### config.mk
export PLATFORM = sky130hd
export DESIGN_NAME = link_collision_detector_flat
export DESIGN_NICKNAME = d
export VERILOG_FILES = /design/src/rtl/link_collision_detector_if.sv /design/src/rtl/link_collision_detector.sv /design/src/flat_wrapper.sv
export SDC_FILE = /design/constraint.sdc
export NUM_CORES = 1
export LEC_CHECK = 0
export ABC_AREA = 1
export CORE_AREA = 3 3 131 133
export DETAILED_ROUTE_END_ITERATION = 12
export DIE_AREA = 0 0 134 136
export HOLD_SLACK_MARGIN = 0.15
export PLACE_DENSITY = 0.66
export SYNTH_ARGS = -nofsm -noshare
export SYNTH_HDL_FRONTEND = slang
export SYNTH_SLANG_ARGS = --single-unit
### constraint.sdc
create_clock -name clock -period 14.4 [get_ports clock]
set_input_delay 2.88 -clock clock [delete_from_list [all_inputs] [get_ports clock]]
set_output_delay 2.88 -clock clock [all_outputs]
set_load 0.02 [all_outputs]
### src/rtl/link_collision_detector_if.sv
// rtl/link_collision_detector_if.sv - request, terrain-map and result signals of the collision detector
interface link_collision_detector_if;
    logic        start;
    logic [8:0]  x_pos;
    logic [7:0]  y_pos;
    logic [2:0]  direction;
    logic [26:0] enemy_x;
    logic [23:0] enemy_y;
    logic [2:0]  enemy_active;
    logic        map_rd;
    logic [16:0] map_addr;
    logic        map_data;
    logic [3:0]  collision;
    logic        busy;
    logic        done;

    modport master (
        output start, x_pos, y_pos, direction, enemy_x, enemy_y, enemy_active, map_data,
        input  map_rd, map_addr, collision, busy, done
    );

    modport slave (
        input  start, x_pos, y_pos, direction, enemy_x, enemy_y, enemy_active, map_data,
        output map_rd, map_addr, collision, busy, done
    );
endinterface

### src/rtl/link_collision_detector.sv
// rtl/link_collision_detector.sv - terrain leading-edge scan and enemy box overlap for link
module link_collision_detector #(
    parameter int SCREEN_W = 320,
    parameter int SCREEN_H = 240,
    parameter int SPRITE   = 16
) (
    input logic clock,
    input logic reset,
    link_collision_detector_if.slave lnk
);
    typedef enum logic [2:0] {S_IDLE, S_SCAN, S_DRAIN, S_ENEMY, S_DONE} state_t;

    localparam logic [2:0] D_UP    = 3'b010;
    localparam logic [2:0] D_DOWN  = 3'b011;
    localparam logic [2:0] D_LEFT  = 3'b100;
    localparam logic [2:0] D_RIGHT = 3'b101;

    localparam logic [9:0]        X_MAX = 10'(SCREEN_W - 1);
    localparam logic [9:0]        Y_MAX = 10'(SCREEN_H - 1);
    localparam logic [9:0]        SPR   = 10'(SPRITE);
    localparam logic signed [9:0] LIM   = 10'(SPRITE);

    state_t      state, state_nxt;
    logic [8:0]  x_q;
    logic [7:0]  y_q;
    logic [2:0]  dir_q;
    logic [26:0] ex_q;
    logic [23:0] ey_q;
    logic [2:0]  ea_q;
    logic [3:0]  k_q;
    logic [1:0]  e_q;
    logic        blocked_q;
    logic [2:0]  hit_q;
    logic        rd_q;
    logic [3:0]  collision_q;

    logic        moving, edge_off;
    logic [9:0]  px, py;
    logic        probe_ok;
    logic [16:0] probe_addr;
    logic [8:0]  ex_sel;
    logic [7:0]  ey_sel;
    logic        ea_sel, hit_now;
    logic signed [9:0] dx, dy;
    logic [2:0]  hit_vec;
    logic        map_rd_c;

    // Decode the incoming request: is it a move, and is its whole probe edge off-screen?
    always_comb begin
        moving   = 1'b0;
        edge_off = 1'b0;
        case (lnk.direction)
            D_UP:    begin moving = 1'b1; edge_off = (lnk.y_pos == 8'd0); end
            D_DOWN:  begin moving = 1'b1; edge_off = ({2'b0, lnk.y_pos} + SPR) > Y_MAX; end
            D_LEFT:  begin moving = 1'b1; edge_off = (lnk.x_pos == 9'd0); end
            D_RIGHT: begin moving = 1'b1; edge_off = ({1'b0, lnk.x_pos} + SPR) > X_MAX; end
            default: begin moving = 1'b0; edge_off = 1'b0; end
        endcase
    end

    // Probe pixel k on the leading edge and its bitmap address.
    always_comb begin
        px = 10'd0;
        py = 10'd0;
        case (dir_q)
            D_UP:    begin px = {1'b0, x_q} + {6'b0, k_q}; py = {2'b0, y_q} - 10'd1; end
            D_DOWN:  begin px = {1'b0, x_q} + {6'b0, k_q}; py = {2'b0, y_q} + SPR; end
            D_LEFT:  begin px = {1'b0, x_q} - 10'd1; py = {2'b0, y_q} + {6'b0, k_q}; end
            D_RIGHT: begin px = {1'b0, x_q} + SPR; py = {2'b0, y_q} + {6'b0, k_q}; end
            default: begin px = 10'd0; py = 10'd0; end
        endcase
        probe_ok   = (px <= X_MAX) && (py <= Y_MAX);
        probe_addr = 17'(py) * 17'(SCREEN_W) + 17'(px);
    end

    // Box overlap of link against the enemy selected by e_q.
    always_comb begin
        ex_sel = ex_q[8:0];
        ey_sel = ey_q[7:0];
        ea_sel = ea_q[0];
        case (e_q)
            2'd1:    begin ex_sel = ex_q[17:9];  ey_sel = ey_q[15:8];  ea_sel = ea_q[1]; end
            2'd2:    begin ex_sel = ex_q[26:18]; ey_sel = ey_q[23:16]; ea_sel = ea_q[2]; end
            default: begin ex_sel = ex_q[8:0];   ey_sel = ey_q[7:0];   ea_sel = ea_q[0]; end
        endcase
        dx      = $signed({1'b0, x_q} - {1'b0, ex_sel});
        dy      = $signed({2'b0, y_q} - {2'b0, ey_sel});
        hit_now = ea_sel && (dx < LIM) && (dx > -LIM) && (dy < LIM) && (dy > -LIM);
        hit_vec = hit_q | (3'(hit_now) << e_q);
    end

    // State register.
    always_ff @(posedge clock or posedge reset) begin
        if (reset) state <= S_IDLE;
        else       state <= state_nxt;
    end

    // Next state and status outputs.
    always_comb begin
        state_nxt    = state;
        map_rd_c     = 1'b0;
        lnk.map_rd   = 1'b0;
        lnk.map_addr = 17'd0;
        lnk.busy     = 1'b0;
        lnk.done     = 1'b0;
        case (state)
            S_IDLE:  if (lnk.start) state_nxt = (moving && !edge_off) ? S_SCAN : S_ENEMY;
            S_SCAN:  begin
                lnk.busy = 1'b1;
                map_rd_c = probe_ok;
                if (k_q == 4'd15) state_nxt = S_DRAIN;
            end
            S_DRAIN: begin lnk.busy = 1'b1; state_nxt = S_ENEMY; end
            S_ENEMY: begin lnk.busy = 1'b1; if (e_q == 2'd2) state_nxt = S_DONE; end
            S_DONE:  begin lnk.done = 1'b1; state_nxt = S_IDLE; end
            default: state_nxt = S_IDLE;
        endcase
        lnk.map_rd   = map_rd_c;
        lnk.map_addr = map_rd_c ? probe_addr : 17'd0;
    end

    // Request latch, blocked/hit accumulation and result register.
    always_ff @(posedge clock or posedge reset) begin
        if (reset) begin
            x_q <= '0; y_q <= '0; dir_q <= '0;
            ex_q <= '0; ey_q <= '0; ea_q <= '0;
            k_q <= '0; e_q <= '0;
            blocked_q <= 1'b0; hit_q <= '0; rd_q <= 1'b0;
            collision_q <= '0;
        end else begin
            rd_q <= map_rd_c;
            // map_data answers the read issued one cycle earlier
            if (rd_q && lnk.map_data) blocked_q <= 1'b1;
            case (state)
                S_IDLE: if (lnk.start) begin
                    x_q <= lnk.x_pos; y_q <= lnk.y_pos; dir_q <= lnk.direction;
                    ex_q <= lnk.enemy_x; ey_q <= lnk.enemy_y; ea_q <= lnk.enemy_active;
                    k_q <= '0; e_q <= '0; hit_q <= '0; rd_q <= 1'b0;
                    blocked_q <= moving && edge_off;
                end
                S_SCAN: begin
                    k_q <= k_q + 4'd1;
                    if (!probe_ok) blocked_q <= 1'b1;
                end
                S_ENEMY: begin
                    hit_q <= hit_vec;
                    e_q   <= e_q + 2'd1;
                    if (e_q == 2'd2) collision_q <= {hit_vec, blocked_q};
                end
                default: ;
            endcase
        end
    end

    assign lnk.collision = collision_q;
endmodule

### src/flat_wrapper.sv
// flat-port wrapper written by rule: the top's interface ports become plain ports
module link_collision_detector_flat 
#(
    parameter int SCREEN_W = 320,
    parameter int SCREEN_H = 240,
    parameter int SPRITE   = 16
)
  (clock, reset, lnk_start, lnk_x_pos, lnk_y_pos, lnk_direction, lnk_enemy_x, lnk_enemy_y, lnk_enemy_active, lnk_map_data, lnk_map_rd, lnk_map_addr, lnk_collision, lnk_busy, lnk_done);
  link_collision_detector_if lnk_i ();
  input logic clock;
  input logic reset;
  input wire logic [$bits(lnk_i.start)-1:0] lnk_start;
  input wire logic [$bits(lnk_i.x_pos)-1:0] lnk_x_pos;
  input wire logic [$bits(lnk_i.y_pos)-1:0] lnk_y_pos;
  input wire logic [$bits(lnk_i.direction)-1:0] lnk_direction;
  input wire logic [$bits(lnk_i.enemy_x)-1:0] lnk_enemy_x;
  input wire logic [$bits(lnk_i.enemy_y)-1:0] lnk_enemy_y;
  input wire logic [$bits(lnk_i.enemy_active)-1:0] lnk_enemy_active;
  input wire logic [$bits(lnk_i.map_data)-1:0] lnk_map_data;
  output wire logic [$bits(lnk_i.map_rd)-1:0] lnk_map_rd;
  output wire logic [$bits(lnk_i.map_addr)-1:0] lnk_map_addr;
  output wire logic [$bits(lnk_i.collision)-1:0] lnk_collision;
  output wire logic [$bits(lnk_i.busy)-1:0] lnk_busy;
  output wire logic [$bits(lnk_i.done)-1:0] lnk_done;
  assign lnk_i.start = lnk_start;
  assign lnk_i.x_pos = lnk_x_pos;
  assign lnk_i.y_pos = lnk_y_pos;
  assign lnk_i.direction = lnk_direction;
  assign lnk_i.enemy_x = lnk_enemy_x;
  assign lnk_i.enemy_y = lnk_enemy_y;
  assign lnk_i.enemy_active = lnk_enemy_active;
  assign lnk_i.map_data = lnk_map_data;
  assign lnk_map_rd = lnk_i.map_rd;
  assign lnk_map_addr = lnk_i.map_addr;
  assign lnk_collision = lnk_i.collision;
  assign lnk_busy = lnk_i.busy;
  assign lnk_done = lnk_i.done;
  link_collision_detector #(.SCREEN_W(SCREEN_W), .SCREEN_H(SCREEN_H), .SPRITE(SPRITE)) u_core (.clock(clock), .reset(reset), .lnk(lnk_i));
endmodule
==> metrics.txt, run 1 <==
Initial Util 0.4502; clock sinks 92; # DRC 0; CP dominant cell by count nor2_1; die height 136 um; Worst Tran Pin Value 1057 ps; max frequency 128.7 MHz; Syn Std Cell Area 0.007177 sq mm; delay of the slowest critical-path stage 620 ps; drt wl/cell 13.63 um; status completed; synth top area cells dfrtp_1, nand2_1, ha_1; post-CTS resize count 0; mean post-synth cell area 7.191 sq um; number of global-route vias before repair 6087; Post-CTS Setup Inserts 0; WS Path Type reg2out; Hold Fails Final Rpt 0; Synth cell types 50; Antenna diodes 0; floorplan row count 46; R2R cell count 21; most frequent cells in the layout nand2_1, inv_1, clkdlybuf4s50_1; worst path required time 11520 ps; # port buffers 101; core area 0.01594 sq mm; CP Capture Type primary output; placed insts 1294; Final Max Slew Viols 0; Root Buffer clkbuf_16; GP Congestion 0.8993; initial antenna violation count 0; share of cells above drive strength 1 0.07038; worst hold path endpoint u_core.ex_q[7]$_DFFE_PP0P_; hold buffer count at CTS 0; RSZ-0062 raised after global routing false; post-route ant nets 0; CP Launch Type flip-flop; pin count of the biggest net entering global routing 91; Layout area overhead 21.32%; Crit path max-delay family simple AND/OR/NAND/NOR gates; Finished Layout Cells 1310; drt pass-1 iters 5; grt total ovfl 0; synth warn 0; H-tree depth 3; Reg2Reg Setup Slack 10140 ps; Setup WS post-layout 6630 ps; Reg clk slew, reported paths 70 ps; CTS tree built; DIE AREA 0.01822 sq mm; Post-Syn Instances 998; CTS buffer count 9; Die Span X 134 um; reg2reg end u_core.hit_q[1]$_DFFE_PP0P_; clock insertion delay at the later pin of the skew report 340 ps; CP Buf/Inv Count 6; Via Count 6677; global-route wire length before repair 29.41 mm; CP Max Fanout 8; register area share after synthesis 0.3208; Synth Register Bits 92; Clock Skew 10.03 ps; pre-CTS WS 6966 ps; fin nets 1231; design area 0.008707 sq mm; Synth area leader dfrtp_1; Hold Path Origin u_core.ex_q[7]$_DFFE_PP0P_; reg2reg start u_core.e_q[0]$_DFFE_PP0P_; Slowest-stage cell, CP clkdlybuf4s50_1; GR Util All Layers 0.1985; drt initial violations 403; post-detail-place hpwl 13.84 mm; commonest non-fill, non-tap cell in the layout nand2_1; share of the synthesized area in the top cell type 0.3208; Slew headroom 0.2943; IO Pins 102; setup violators final 0; Final Cycle Share 0.5396; Vias/cell 5.097; Hold Crit Class reg2reg; TNS Setup 0 ps; hold path depth 2; max-cap viol count 0; Total Wirelength 17.86 mm; min Tclk post-route 7770 ps; Worst Path Arrival 4890 ps; syn_nets 1140; dpl cell area 0.008377 sq mm; clk buf depth 2
[cells in the mapped netlist (all sizes together)]
cell,instances
a2111oi,1
a211oi,2
a21boi,1
a21o,4
a21oi,48
a221o,17
a22o,1
a22oi,1
a31oi,1
a32oi,1
buf,3
clkbuf,20
clkinv,2
dfrtp,92
fa,6
ha,58
inv,127
nand2,347
nand3,55
nand3b,2
nand4,21
nor2,78
nor3,7
nor4,3
o211ai,2
o21a,3
o21ai,66
o21bai,2
o221ai,2
o22ai,2
o32ai,2
or2,4
xnor2,5
xor2,12
[routing by layer]
layer,GRT usage,routed length (um)
met5,0,0
met3,0.02702,831
met4,0.03771,127
met1,0.2768,8545
met2,0.3335,8356
[worst max path at each step]
stage	to	slack (ps)	depth (start not counted)	startpoint
2_1_floorplan	lnk_map_addr[16]	7690	27	u_core.dir_q[2]$_DFFE_PP0P_
3_3_place_gp	lnk_map_addr[16]	7040	28	u_core.dir_q[2]$_DFFE_PP0P_
3_5_place_dp	lnk_map_addr[16]	6970	28	u_core.dir_q[2]$_DFFE_PP0P_
4_1_cts	lnk_map_addr[16]	6590	28	u_core.dir_q[2]$_DFFE_PP0P_
5_1_grt	lnk_map_addr[16]	6140	28	u_core.dir_q[2]$_DFFE_PP0P_
6_report	lnk_map_addr[16]	6630	28	u_core.dir_q[2]$_DFFE_PP0P_
[through the flow]
stage          hold WS (ps)    util
2_1_floorplan         436.6       -
3_3_place_gp          448.0  0.5254
3_5_place_dp          453.2  0.5254
4_1_cts               470.6  0.5461
5_1_grt               489.8  0.5461
6_report              467.8  0.5461
[worst register-to-register path, cell delays in order (launching register included)]
cell and delay (ps):
dfrtp_1 380, inv_1 100, ha_1 780, inv_1 470, o21ai_0 500, inv_1 120
fa_1 440, inv_1 100, nand3_1 120, nand2_1 140, nand2_1 100, nand3_1 80
nand2_1 50, nor2_1 130, nand2_1 70, nand2_1 50, nand3_1 120, nor2_2 140
nand2_1 80, o21ai_2 130, inv_1 50, nor2_1 80
[kinds of logic (layout without fill, tap and decap cells)]
group                    Yosys count  after routing  synth area share
XOR/XNOR                          17             17           0.02075
AO/OA/AOI/OAI                    156            156            0.1348
AND/OR/NAND/NOR                  517            517            0.3222
adder cells (fa/ha/maj)           64             64            0.1179
buffers and inverters            152            248           0.08368
flip-flops                        92             92            0.3208
[state kept, by name (all words and copies together), names as in the netlist]
| register | flops |
|---|---|
| u_core.blocked_q | 1 |
| u_core.dir_q | 3 |
| u_core.e_q | 2 |
| u_core.ea_q | 3 |
| u_core.ex_q | 27 |
| u_core.ey_q | 24 |
| u_core.hit_q | 3 |
| u_core.k_q | 4 |
| u_core.lnk.collision | 4 |
| u_core.rd_q | 1 |
| u_core.state | 3 |
| u_core.x_q | 9 |
| u_core.y_q | 8 |
[cell type report]
type / instances / area [sq um]
clock inverter: 7 / 105.1
fill: 1542 / 7236
timing repair buffer: 103 / 1026
clock buffer: 9 / 225.2
multi-input combinational: 754 / 4282
sequential: 92 / 2302
tap: 216 / 270.3
inverter: 129 / 496.7
Power of run 1 is not shown: default switching activity piles up to over one toggle a cycle in this logic, so the estimate is an artifact.
==> inputs of run 2 (changes only) <==
==> constraint.sdc (replaced) <==
create_clock -name clock -period 7.95 [get_ports clock]
set_input_delay 1.59 -clock clock [delete_from_list [all_inputs] [get_ports clock]]
set_output_delay 1.59 -clock clock [all_outputs]
set_load 0.02 [all_outputs]
==> metrics.txt, run 2 (synthesis results as in run 1) <==
core area 0.01594 sq mm (unchanged); GR Util All Layers 0.1992 (+0.0006797); design area 0.008667 sq mm (-0.46%); grt total ovfl 0 (unchanged); clock sinks 92 (unchanged); Biggest register u_core.ex_q; Reg2Reg Setup Slack 3720 ps (-6420 ps); H-tree depth 3 (unchanged); global-route wire length before repair 29.69 mm (+0.96%); launch point of the worst path u_core.dir_q[2]$_DFFE_PP0P_; R2R cell count 22 (+4.8%); CP Capture Type primary output; wire length on met1 8.576 mm (+0.36%); Final Max Slew Viols 0 (unchanged); routed wl met2 8.309 mm (-0.56%); delay of the slowest critical-path stage 620 ps (about the same); pin count of the biggest net entering global routing 91 (unchanged); max reg flops 27 (unchanged); drt initial violations 411 (+2.0%); number of global-route vias before repair 6153 (+1.1%); hold buffer count at CTS 0 (unchanged); clock insertion delay at the later pin of the skew report 340 ps (about the same); commonest non-fill, non-tap cell in the layout nand2_1; Worst Path Arrival 4870 ps (-20 ps); reg2reg end u_core.hit_q[1]$_DFFE_PP0P_; initial antenna violation count 0 (unchanged); Setup WS post-layout 1489 ps (-5141 ps); DR WL met3 863 um (+3.9%); TNS Setup 0 ps (unchanged); Vias/cell 5.067 (-0.58%); Root Buffer clkbuf_16; Antenna diodes 0 (unchanged); dpl cell area 0.008377 sq mm (unchanged); die height 136 um (unchanged); post-detail-place hpwl 13.91 mm (+0.50%); Hold Fails Final Rpt 0 (unchanged); Largest regs u_core.ex_q (27), u_core.ey_q (24), u_core.x_q (9); Crit path max-delay family simple AND/OR/NAND/NOR gates; CP Capture Point lnk_map_addr[16]; GP Congestion 0.8966 (-0.30%); floorplan row count 46 (unchanged); Slew headroom 0.2944 (about the same); Via Count 6638 (-0.58%); reg2reg start u_core.e_q[0]$_DFFE_PP0P_; CP Launch Type flip-flop; Slowest-stage cell, CP clkdlybuf4s50_1; highest metal used met4; Initial Util 0.4502 (unchanged); post-CTS resize count 0 (unchanged); min Tclk post-route 6461 ps; max frequency 154.8 MHz; Reg clk slew, reported paths 70 ps (about the same); WS Path Type reg2out; FF/Latch Area 0.002302 sq mm (unchanged); drt wl/cell 13.68 um (+0.31%); multi-input logic area 0.004282 sq mm (unchanged); Worst Tran Pin Value 1057 ps (-0.2419 ps); setup violators final 0 (unchanged); Clock Skew 8.343 ps (-1.690 ps); share of cells above drive strength 1 0.07038 (unchanged); Hold Crit Class reg2reg; RSZ-0062 raised after global routing false; worst hold margin 466.7 ps (-1.131 ps); Post-CTS Setup Inserts 0 (unchanged); CP dominant cell by count nor2_1; Total Wirelength 17.92 mm (+0.31%); status completed; CP Buf/Inv Count 6 (unchanged); DIE AREA 0.01822 sq mm (unchanged); CTS buffer count 9 (unchanged); max-cap viol count 0 (unchanged); # port buffers 101 (unchanged); Levels on crit path 28 (unchanged); post-route ant nets 0 (unchanged); most frequent cells in the layout nand2_1, inv_1, clkdlybuf4s50_1; Die Span X 134 um (unchanged); drt pass-1 iters 5 (unchanged); # DRC 0 (unchanged); IO Pins 102 (unchanged); CTS tree built; pre-CTS WS 1815 ps (-5151 ps); CP Max Fanout 8 (unchanged); clk buf depth 2 (unchanged); worst path required time 6360 ps (-5160 ps); Final Cycle Share 0.8127; fin nets 1231 (unchanged); Fill cells 1603 (+4.0%); Layout area overhead 20.76%
==> run 2: changes by cell type in the layout (fill, tap and decap cells not counted), sizes merged <==
cell | previous run | this run
inv | 129 | 131
bufinv | 2 | 0
==> run 2: layout make-up <==
cell class              instances  area share
repair buffers                103      0.1184
flip-flops and latches         92      0.2656
well taps                     216     0.03118
inverters                     129     0.05731
multi-input cells             754      0.4940
clock inverters                 7    0.007507
clock buffers                   9     0.02599
==> run 2: worst min-delay path by stage <==
stage | from | endpoint | depth (start not counted)
CTS | u_core.ey_q[7]$_DFFE_PP0P_ | u_core.ey_q[7]$_DFFE_PP0P_ | 2
global route | u_core.ex_q[13]$_DFFE_PP0P_ | u_core.ex_q[13]$_DFFE_PP0P_ | 2
detailed placement | u_core.ey_q[7]$_DFFE_PP0P_ | u_core.ey_q[7]$_DFFE_PP0P_ | 2
global placement | u_core.ex_q[8]$_DFFE_PP0P_ | u_core.ex_q[8]$_DFFE_PP0P_ | 2
floorplan | u_core.ex_q[7]$_DFFE_PP0P_ | u_core.ex_q[7]$_DFFE_PP0P_ | 2
finish | u_core.ey_q[6]$_DFFE_PP0P_ | u_core.ey_q[6]$_DFFE_PP0P_ | 2
==> run 2: stage by stage <==
| step | util | instances |
|---|---|---|
| final | 0.5436 | 1310 |
| after global routing | 0.5436 | 1310 |
| after CTS | 0.5436 | 1310 |
| after detailed placement | 0.5254 | 1294 |
| after global placement | 0.5254 | 1294 |
| after floorplan | - | 998 |
==> run 2: per-layer routing <==
layer	vias up	track usage
met5	-	0
met4	0	0.04457
met3	13	0.02258
met2	171	0.3327
met1	3003	0.2795
li1	3451	-
==> run 2: worst reg2reg max path: cells and delay by family (launching register included) <==
kind	cells	cell delay, ps
AO/OA/AOI/OAI	2	460
adder cells (fa/ha/maj)	3	1390
AND/OR/NAND/NOR	12	1120
buffers and inverters	5	810
flip-flops	1	370
Power of run 2 is left out for the same reason.
